**config.mk**
```make
export PLATFORM = sky130hd
export DESIGN_NAME = bw_clk_cl_jbus_seq_flat
export DESIGN_NICKNAME = d
export VERILOG_FILES = /design/src/rtl/bw_clk_cl_jbus_seq_if.sv /design/src/rtl/bw_clk_cl_jbus_seq.sv /design/src/flat_wrapper.sv
export SDC_FILE = /design/constraint.sdc
export NUM_CORES = 1
export LEC_CHECK = 0
export BUFFER_PORTS_ARGS = -buffer_cell sky130_fd_sc_hd__buf_4
export CAP_MARGIN = 20
export CORE_ASPECT_RATIO = 0.7
export CORE_MARGIN = 3
export CORE_UTILIZATION = 35
export DETAILED_ROUTE_END_ITERATION = 8
export PLACE_DENSITY_LB_ADDON = 0.05
export SYNTH_ARGS = -nofsm -noshare
export SYNTH_HDL_FRONTEND = slang
export SYNTH_SLANG_ARGS = --single-unit
```
**constraint.sdc**
```tcl
create_clock -name gclk -period 1.95 [get_ports gclk]
set_input_delay 0.195 -clock gclk [delete_from_list [all_inputs] [get_ports gclk]]
set_output_delay 0.195 -clock gclk [all_outputs]
set_load 0.02 [all_outputs]
```
**src/rtl/bw_clk_cl_jbus_seq_if.sv**
```systemverilog
// Request/status bundle between the clock/reset controller and one jbus
// cluster-header sequencer; master issues requests, slave drives header levels.
interface bw_clk_cl_jbus_seq_if;
  logic start;
  logic stop;
  logic dbg_req;
  logic cluster_cken;
  logic grst_l;
  logic gdbginit_l;
  logic ready;
  logic busy;

  modport master (
    output start, stop, dbg_req,
    input  cluster_cken, grst_l, gdbginit_l, ready, busy
  );

  modport slave (
    input  start, stop, dbg_req,
    output cluster_cken, grst_l, gdbginit_l, ready, busy
  );
endinterface

```
**src/rtl/bw_clk_cl_jbus_seq.sv**
```systemverilog
// Power-up/down sequencer for a jbus cluster clock header: clock on, reset release, run, debug-init, halt.
// All outputs registered; requests are level-sampled, no backpressure -- requests outside their state are dropped.
module bw_clk_cl_jbus_seq #(
  parameter int CNT_W    = 8,
  parameter int CKEN_DLY = 16,
  parameter int RST_DLY  = 8,
  parameter int DBG_LEN  = 4,
  parameter int HALT_DLY = 8
) (
  input  logic                    gclk,
  input  logic                    arst_l,
  bw_clk_cl_jbus_seq_if.slave     bus
);

  typedef enum logic [2:0] {
    S_OFF  = 3'd0,
    S_CKEN = 3'd1,
    S_RSTW = 3'd2,
    S_RUN  = 3'd3,
    S_DBG  = 3'd4,
    S_HALT = 3'd5
  } state_t;

  // Counters load N-1 so that a phase lasts exactly N cycles including the cnt==0 cycle.
  localparam logic [CNT_W-1:0] CKEN_LD = CNT_W'(CKEN_DLY - 1);
  localparam logic [CNT_W-1:0] RST_LD  = CNT_W'(RST_DLY - 1);
  localparam logic [CNT_W-1:0] DBG_LD  = CNT_W'(DBG_LEN - 1);
  localparam logic [CNT_W-1:0] HALT_LD = CNT_W'(HALT_DLY - 1);
  localparam logic [CNT_W-1:0] ONE     = CNT_W'(1);

  state_t           state;
  logic [CNT_W-1:0] cnt;
  logic             stop_pend;
  logic             cken_q;
  logic             grst_q;
  logic             dbg_q;
  logic             ready_q;
  logic             busy_q;
  logic             cnt_zero;

  assign cnt_zero = (cnt == '0);

  always_ff @(posedge gclk or negedge arst_l) begin
    if (!arst_l) begin
      state     <= S_OFF;
      cnt       <= '0;
      stop_pend <= 1'b0;
      cken_q    <= 1'b0;
      grst_q    <= 1'b0;
      dbg_q     <= 1'b0;
      ready_q   <= 1'b0;
      busy_q    <= 1'b0;
    end else begin
      case (state)
        S_OFF: begin
          if (bus.start) begin
            state  <= S_CKEN;
            cnt    <= CKEN_LD;
            cken_q <= 1'b1;
            busy_q <= 1'b1;
          end
        end

        S_CKEN: begin
          if (cnt_zero) begin
            state  <= S_RSTW;
            cnt    <= RST_LD;
            grst_q <= 1'b1;
            dbg_q  <= 1'b1;
          end else begin
            cnt <= cnt - ONE;
          end
        end

        S_RSTW: begin
          if (cnt_zero) begin
            state   <= S_RUN;
            ready_q <= 1'b1;
            busy_q  <= 1'b0;
          end else begin
            cnt <= cnt - ONE;
          end
        end

        // stop wins over a coincident dbg_req; the debug request is dropped.
        S_RUN: begin
          if (bus.stop) begin
            state   <= S_HALT;
            cnt     <= HALT_LD;
            grst_q  <= 1'b0;
            dbg_q   <= 1'b0;
            ready_q <= 1'b0;
            busy_q  <= 1'b1;
          end else if (bus.dbg_req) begin
            state   <= S_DBG;
            cnt     <= DBG_LD;
            dbg_q   <= 1'b0;
            ready_q <= 1'b0;
            busy_q  <= 1'b1;
          end
        end

        // A stop seen anywhere in the pulse is held until the pulse completes.
        S_DBG: begin
          if (cnt_zero) begin
            stop_pend <= 1'b0;
            if (stop_pend || bus.stop) begin
              state   <= S_HALT;
              cnt     <= HALT_LD;
              grst_q  <= 1'b0;
              dbg_q   <= 1'b0;
              ready_q <= 1'b0;
              busy_q  <= 1'b1;
            end else begin
              state   <= S_RUN;
              dbg_q   <= 1'b1;
              ready_q <= 1'b1;
              busy_q  <= 1'b0;
            end
          end else begin
            cnt <= cnt - ONE;
            if (bus.stop) begin
              stop_pend <= 1'b1;
            end
          end
        end

        S_HALT: begin
          if (cnt_zero) begin
            state  <= S_OFF;
            cken_q <= 1'b0;
            busy_q <= 1'b0;
          end else begin
            cnt <= cnt - ONE;
          end
        end

        default: begin
          state     <= S_OFF;
          cnt       <= '0;
          stop_pend <= 1'b0;
          cken_q    <= 1'b0;
          grst_q    <= 1'b0;
          dbg_q     <= 1'b0;
          ready_q   <= 1'b0;
          busy_q    <= 1'b0;
        end
      endcase
    end
  end

  assign bus.cluster_cken = cken_q;
  assign bus.grst_l       = grst_q;
  assign bus.gdbginit_l   = dbg_q;
  assign bus.ready        = ready_q;
  assign bus.busy         = busy_q;

endmodule

```
**src/flat_wrapper.sv**
```systemverilog
// flat-port wrapper written by rule: the top's interface ports become plain ports
module bw_clk_cl_jbus_seq_flat 
#(
  parameter int CNT_W    = 8,
  parameter int CKEN_DLY = 16,
  parameter int RST_DLY  = 8,
  parameter int DBG_LEN  = 4,
  parameter int HALT_DLY = 8
)
  (gclk, arst_l, bus_start, bus_stop, bus_dbg_req, bus_cluster_cken, bus_grst_l, bus_gdbginit_l, bus_ready, bus_busy);
  bw_clk_cl_jbus_seq_if bus_i ();
  input  logic gclk;
  input  logic arst_l;
  input wire logic [$bits(bus_i.start)-1:0] bus_start;
  input wire logic [$bits(bus_i.stop)-1:0] bus_stop;
  input wire logic [$bits(bus_i.dbg_req)-1:0] bus_dbg_req;
  output wire logic [$bits(bus_i.cluster_cken)-1:0] bus_cluster_cken;
  output wire logic [$bits(bus_i.grst_l)-1:0] bus_grst_l;
  output wire logic [$bits(bus_i.gdbginit_l)-1:0] bus_gdbginit_l;
  output wire logic [$bits(bus_i.ready)-1:0] bus_ready;
  output wire logic [$bits(bus_i.busy)-1:0] bus_busy;
  assign bus_i.start = bus_start;
  assign bus_i.stop = bus_stop;
  assign bus_i.dbg_req = bus_dbg_req;
  assign bus_cluster_cken = bus_i.cluster_cken;
  assign bus_grst_l = bus_i.grst_l;
  assign bus_gdbginit_l = bus_i.gdbginit_l;
  assign bus_ready = bus_i.ready;
  assign bus_busy = bus_i.busy;
  bw_clk_cl_jbus_seq #(.CNT_W(CNT_W), .CKEN_DLY(CKEN_DLY), .RST_DLY(RST_DLY), .DBG_LEN(DBG_LEN), .HALT_DLY(HALT_DLY)) u_core (.gclk(gclk), .arst_l(arst_l), .bus(bus_i));
endmodule
```
==> results of run 1 <==
-- kinds of logic (layout without fill, tap and decap cells) --
kind of cell / count (synthesis) / in the layout / share of synthesized area (%)
flops: 17 / 17 / 35.7
mux: 1 / 1 / 0.840
buf+inv: 16 / 34 / 5.99
xor+xnor: 1 / 1 / 0.735
fa+ha+maj: 1 / 1 / 1.05
simple gates: 45 / 45 / 20.7
compound gates: 63 / 63 / 35.0
-- worst min-delay path, delay by kind of cell --
kind / cells / cell delay (ns)
AO/OA/AOI/OAI: 2 / 0.20
buffers and inverters: 1 / 0.09
-- per-layer routing --
layer / up-vias / GRT usage (%) / routed length [um]
met1: 548 / 26.8 / 1720
met3: 2 / 4.59 / 126
met2: 25 / 22.3 / 1180
li1: 562 / - / -
met4: 0 / 1.74 / 14
met5: - / 0 / 0
-- registers in the layout, indices dropped and copies added (netlist names) --
| signal | flops |
|---|---|
| u_core.cnt | 8 |
| u_core.state | 3 |
| u_core.bus.busy | 1 |
| u_core.bus.cluster_cken | 1 |
| u_core.bus.gdbginit_l | 1 |
| u_core.bus.grst_l | 1 |
| u_core.bus.ready | 1 |
| u_core.stop_pend | 1 |
-- path summary, 6_finish.rpt --
| check | endpoint | slack (ns) | startpoint | cells past startpoint |
|---|---|---|---|---|
| max | u_core.cnt[5] | 0.10 | u_core.cnt[0] | 7 |
| min | u_core.bus.cluster_cken | 0.27 | bus_start | 3 |
| max reg2reg | u_core.cnt[5] | 0.10 | u_core.cnt[0] | 7 |
| min reg2reg | u_core.bus.gdbginit_l | 0.51 | u_core.bus.gdbginit_l | 2 |
| max in group asynchronous | u_core.stop_pend | 1.40 | arst_l | 2 |
| min in group asynchronous | u_core.bus.grst_l | 0.35 | arst_l | 2 |
-- synthesized netlist by cell type, drive strengths merged, types with 2 or more instances --
cell | count | area (sq um)
inv | 8 | 30.0
a21o | 6 | 45.0
a31oi | 5 | 31.3
a22oi | 2 | 15.0
or3 | 3 | 28.8
o21bai | 2 | 15.0
clkbuf | 3 | 11.3
nor3 | 4 | 31.3
dfrtp | 17 | 425
o22ai | 3 | 18.8
o21ai | 16 | 80.1
nand2b | 3 | 18.8
nor2 | 14 | 52.6
a21boi | 5 | 37.5
nand3 | 2 | 10.0
buf | 5 | 30.0
a21oi | 12 | 71.3
nand2 | 12 | 45.0
-- stage by stage --
stage               cells  total power, mW  utilization (%)
floorplan             144             1.39                -
global placement      204             1.78             42.5
detailed placement    204             1.77             42.5
CTS                   209             2.06             44.3
global route          209             2.26             44.8
finish                209             2.07             44.8
-- power by group through the flow --
stage	Sequential (mW)	Clock [mW]	Combinational [mW]
final	0.658	0.266	1.15
after global routing	0.682	0.296	1.28
after CTS	0.645	0.284	1.13
after detailed placement	0.652	0	1.12
after global placement	0.653	0	1.13
after floorplan	0.624	0	0.763
-- layout make-up --
class	instances	area [sq um]	area share, %
multi-input cells	111	711	49.4
inverters	8	30.0	2.09
repair buffers	22	168	11.7
clock buffers	4	45.0	3.13
flip-flops and latches	17	425	29.6
well taps	47	58.8	4.09
-- repair_timing --
item,4_1_cts,5_1_grt
buffers inserted,0,0
hold buffers,1,0
resized for setup,0,3
setup endpoints to repair,0,12
endpoints found under the hold margin,17,0
==> summary.md, run 1 <==
| Metric | Value |
|---|---|
| Avg Cell Area, Syn | `8.27 sq um` |
| Fin Clk Skew | `0.00359 ns` |
| Fillers | `313` |
| Worst Slack Setup Final | `0.105 ns` |
| GP Congestion | `0.805` |
| Syn Nets | `150` |
| DP HPWL | `2.28 mm` |
| DR iter-0 viols | `67` |
| Startpoint types | `flop` |
| Comb pwr share | `55.4%` |
| Crit. End Element | `flop` |
| Yosys Warn Count | `0` |
| Max incr delay on CP | `0.40 ns` |
| Final setup viols | `0` |
| Vias in the first global route | `1044` |
| CP delay by family, top | `simple AND/OR/NAND/NOR gates` |
| CP cell instances | `inv_1 -> ha_1 -> nor4b_4 -> a31oi_1 -> or2_1 -> a21o_1 -> a21o_1` |
| Clock transition at path regs | `0.07 ns` |
| Inserted Diodes | `0` |
| CP max FO | `4` |
| # H-tree levels | `1` |
| RSZ-0062 raised after global routing | `yes` |
| Mapped Area | `1190 sq um` |
| Final Max Slew Viols | `0` |
| Post-DRT Antenna Nets | `0` |
| CP max-delay cell | `dfrtp_1` |
| Initial Utilization | `37.1%` |
| CP arrival | `1.99 ns` |
| WS Path Type | `flop to flop` |
| Post-route setup TNS | `0 ns` |
| Largest net degree at the start of global routing | `18` |
| Post-Synthesis Cells | `144` |
| Total CTS buffers | `3` |
| Post-synthesis register bit count | `17` |
| Root buf cell | `clkbuf_8` |
| Die area | `4150 sq um` |
| Fraction of registers with async set/reset | `100%` |
| HP Class | `input port to flop` |
| Internal power | `1.15 mW` |
| Final non-filler cell area | `1440 sq um` |
| Critical Path RT | `2.10 ns` |
| Synthesis-to-layout area growth | `20.7%` |
| Rows | `17` |
| Commonest non-fill, non-tap cell in the layout | `buf_4` |
| Total track usage | `16.8%` |
| Routed WL | `3.04 mm` |
| VDD IR max | `504 uV` |
| Die X | `75.7 um` |
| Tightest hold margin | `0.271 ns` |
| Sw Share | `44.7%` |
| Via density | `5.44` |
| Die Span Y | `54.8 um` |
| Seq/Total Area, Yosys | `35.7%` |
| Initial antenna violation count | `0` |
| Slew @ Worst Pin | `0.507 ns` |
| Clock share of power | `12.8%` |
| Fin crit share | `94.6%` |
| Flop pwr share | `31.8%` |
| Pre-CTS setup slack | `0.0366 ns` |
| Run status | `finished, final reports clean` |
| Vias | `1137` |
| Most frequent cells in the layout | `buf_4 (21), dfrtp_1 (17), nor2_1 (14)` |
| First-pass GRT wire length | `5.15 mm` |
| Maximum clock path buffer count | `2` |
| Synth unique cells | `46` |
| Worst skew pair latency | `0.25 ns` |
| Overflow left after global routing | `0` |
| Routed len/inst | `14.6 um` |
| TritonCTS clock tree | `yes` |
| Top FF cell, synth | `dfrtp_1` |
| Fraction of layout cells with a size suffix above 1 | `20.4%` |
| Clock Sinks | `17` |
| EDFF count, synth | `0` |
| Core Area | `3210 sq um` |
| Highest clock rate | `542 MHz` |
| Pwr/cell area | `1440 nW/um^2` |
| Nets@finish | `169` |
| Port Buf Inserts | `9` |
| Max cap viols | `0` |
| Post-route DRC | `0` |
| Most used cell, CP | `a21o_1` |
| Leak | `0.621 nW` |
| Worst slew margin | `66.2%` |
| Initial DRT Pass Iterations | `4` |
| Net Sw Power | `926 uW` |
| Final hold violations | `0` |
| Buffers and inverters on the worst path | `1` |
| Cell area after placement | `1370 sq um` |
| IO Count | `10` |
| Tmin final | `1.85 ns` |
Power figures use the tool's default switching activity.
==> run 2: changes to the inputs <==
==> constraint.sdc (replaced) <==
create_clock -name gclk -period 1.8 [get_ports gclk]
set_input_delay 0.18 -clock gclk [delete_from_list [all_inputs] [get_ports gclk]]
set_output_delay 0.18 -clock gclk [all_outputs]
set_load 0.02 [all_outputs]
==> run 2 against run 1 <==
Critical path depth rose by 1; global-route usage rose by 0.79 points; sequential power is 7.8% higher; design area rose by 10%; worst setup slack worse by 0.096 ns; critical endpoint unchanged; highest routed layer unchanged.
==> summary.md, run 2 (same netlist as run 1, synthesis figures left out) <==
| Metric | Value |
|---|---|
| Run status | `finished, final reports clean` |
| Highest clock rate | `558 MHz` |
| Final non-filler cell area | `1580 sq um` |
| HP Class | `input port to flop` |
| Critical Path RT | `1.96 ns` |
| Final hold violations | `0` |
| Die X | `75.7 um` |
| Post-DRT Antenna Nets | `0` |
| GP Congestion | `0.828` |
| # H-tree levels | `1` |
| Fin Clk Skew | `0.00649 ns` |
| Routed WL | `3.40 mm` |
| Tmin final | `1.79 ns` |
| DP HPWL | `2.39 mm` |
| First-pass GRT wire length | `5.31 mm` |
| Worst r2r path cells | `8` |
| Worst r2r src | `u_core.cnt[0]` |
| Clock transition at path regs | `0.07 ns` |
| Commonest non-fill, non-tap cell in the layout | `buf_4` |
| Final Max Slew Viols | `0` |
| Final setup viols | `0` |
| Post-route DRC | `0` |
| Sw Share | `44.5%` |
| Via density | `5.38` |
| IO Count | `10` |
| Core Area | `3210 sq um` |
| Comb pwr share | `59.5%` |
| Fin crit share | `99.5%` |
| VDD IR max | `822 uV` |
| Cell area after placement | `1460 sq um` |
| Largest net degree at the start of global routing | `18` |
| Die area | `4150 sq um` |
| Overflow left after global routing | `0` |
| Root buf cell | `clkbuf_8` |
| WS Path Type | `flop to flop` |
| Leading registers by flop count | `u_core.cnt x8, u_core.state x3` |
| Initial antenna violation count | `0` |
| Port Buf Inserts | `9` |
| Fraction of layout cells with a size suffix above 1 | `31.1%` |
| Post-route setup TNS | `0 ns` |
| Max cap viols | `0` |
| Worst slew margin | `63.4%` |
| DR iter-0 viols | `39` |
| Startpoint types | `flop` |
| Worst Hold Path EP | `u_core.bus.cluster_cken` |
| Die Span Y | `54.8 um` |
| Largest Register | `u_core.cnt` |
| Clock Sinks | `17` |
| Hold Crit Depth | `3` |
| Flop pwr share | `28.5%` |
| Internal power | `1.38 mW` |
| Max FFs per register | `8` |
| Leak | `0.704 nW` |
| Synthesis-to-layout area growth | `32.9%` |
| Crit Reg-Reg Endpoint | `u_core.cnt[5]` |
| Total track usage | `17.6%` |
| Min-Delay Startpoint | `bus_start` |
| Routed len/inst | `15.2 um` |
| Slew @ Worst Pin | `0.549 ns` |
| Clock share of power | `12.0%` |
| Pwr/cell area | `1570 nW/um^2` |
| Total CTS buffers | `3` |
| Worst skew pair latency | `0.26 ns` |
| Initial DRT Pass Iterations | `5` |
| Rows | `17` |
| CP max FO | `5` |
| TritonCTS clock tree | `yes` |
| Net Sw Power | `1.11 mW` |
| Inserted Diodes | `0` |
| Initial Utilization | `37.1%` |
| Vias in the first global route | `1084` |
| Vias | `1204` |
| Nets@finish | `184` |
| Maximum clock path buffer count | `2` |
| Fillers | `320` |
| Crit. End Element | `flop` |
| R2R setup slack | `0.009 ns` |
| CP arrival | `1.95 ns` |
| Most frequent cells in the layout | `buf_4 (34), dfrtp_1 (17), nor2_1 (14)` |
| RSZ-0062 raised after global routing | `yes` |
[run 2: metrics by stage]
stage / setup slack, ns / hold slack, ns / util (%) / power [mW] / cells
after floorplan: 0.00982 / -0.116 / - / 1.50 / 144
after global placement: -0.0886 / 0.0615 / 45.3 / 2.05 / 216
after detailed placement: -0.0606 / 0.0704 / 45.3 / 2.05 / 216
after CTS: 0.0121 / 0.250 / 47.8 / 2.41 / 221
after global routing: -0.0950 / 0.284 / 49.3 / 2.66 / 224
final: 0.00914 / 0.243 / 49.3 / 2.49 / 224
[run 2: final cells by class]
cell class              count  area, sq um  share of cell area [%]
clock buffers               3         41.3                    2.61
clock inverters             1         5.00                   0.316
inverters                   8         30.0                    1.90
multi-input cells         112          746                    47.1
flip-flops and latches     17          425                    26.9
well taps                  47         58.8                    3.72
repair buffers             36          277                    17.5
[run 2: worst max-delay path, cell delays in order (launching register included)]
cell	delay, ns
dfrtp_1	0.38
inv_1	0.08
ha_2	0.18
nor4b_4	0.18
buf_4	0.18
a31oi_2	0.10
or2_1	0.26
a21o_1	0.17
a21o_1	0.16
[run 2: metal layers]
layer	share of wire, %	GRT usage, %
met5	0	0
met4	0.53	2.62
met3	3.4	4.40
met2	43	26.6
met1	53	25.5
[run 2: worst max-delay path by stage]
stage | from | to | slack [ns] | cells past startpoint
2_1_floorplan | u_core.cnt[0] | u_core.cnt[5] | 0.01 | 7
3_3_place_gp | u_core.cnt[0] | u_core.cnt[3] | -0.09 | 7
3_5_place_dp | u_core.cnt[0] | u_core.cnt[3] | -0.06 | 7
4_1_cts | u_core.cnt[0] | u_core.cnt[7] | 0.01 | 6
5_1_grt | u_core.cnt[0] | u_core.cnt[5] | -0.1 | 8
6_report | u_core.cnt[0] | u_core.cnt[5] | 0.009 | 8
[run 2: what timing repair did]
item | CTS | global route
hold endpoints to repair | 17 | 0
endpoints found under the setup margin | 8 | 15
pin swaps | 0 | 2
gates cloned | 0 | 1
resized for setup | 4 | 7
buffers inserted | 0 | 2
hold buffers | 1 | 0
[run 2: power groups by stage]
stage / Combinational [mW] / Sequential (mW) / Clock [mW]
after floorplan: 0.826 / 0.676 / 0
after global placement: 1.35 / 0.695 / 0
after detailed placement: 1.36 / 0.690 / 0
after CTS: 1.40 / 0.698 / 0.310
after global routing: 1.61 / 0.726 / 0.327
final: 1.48 / 0.709 / 0.298
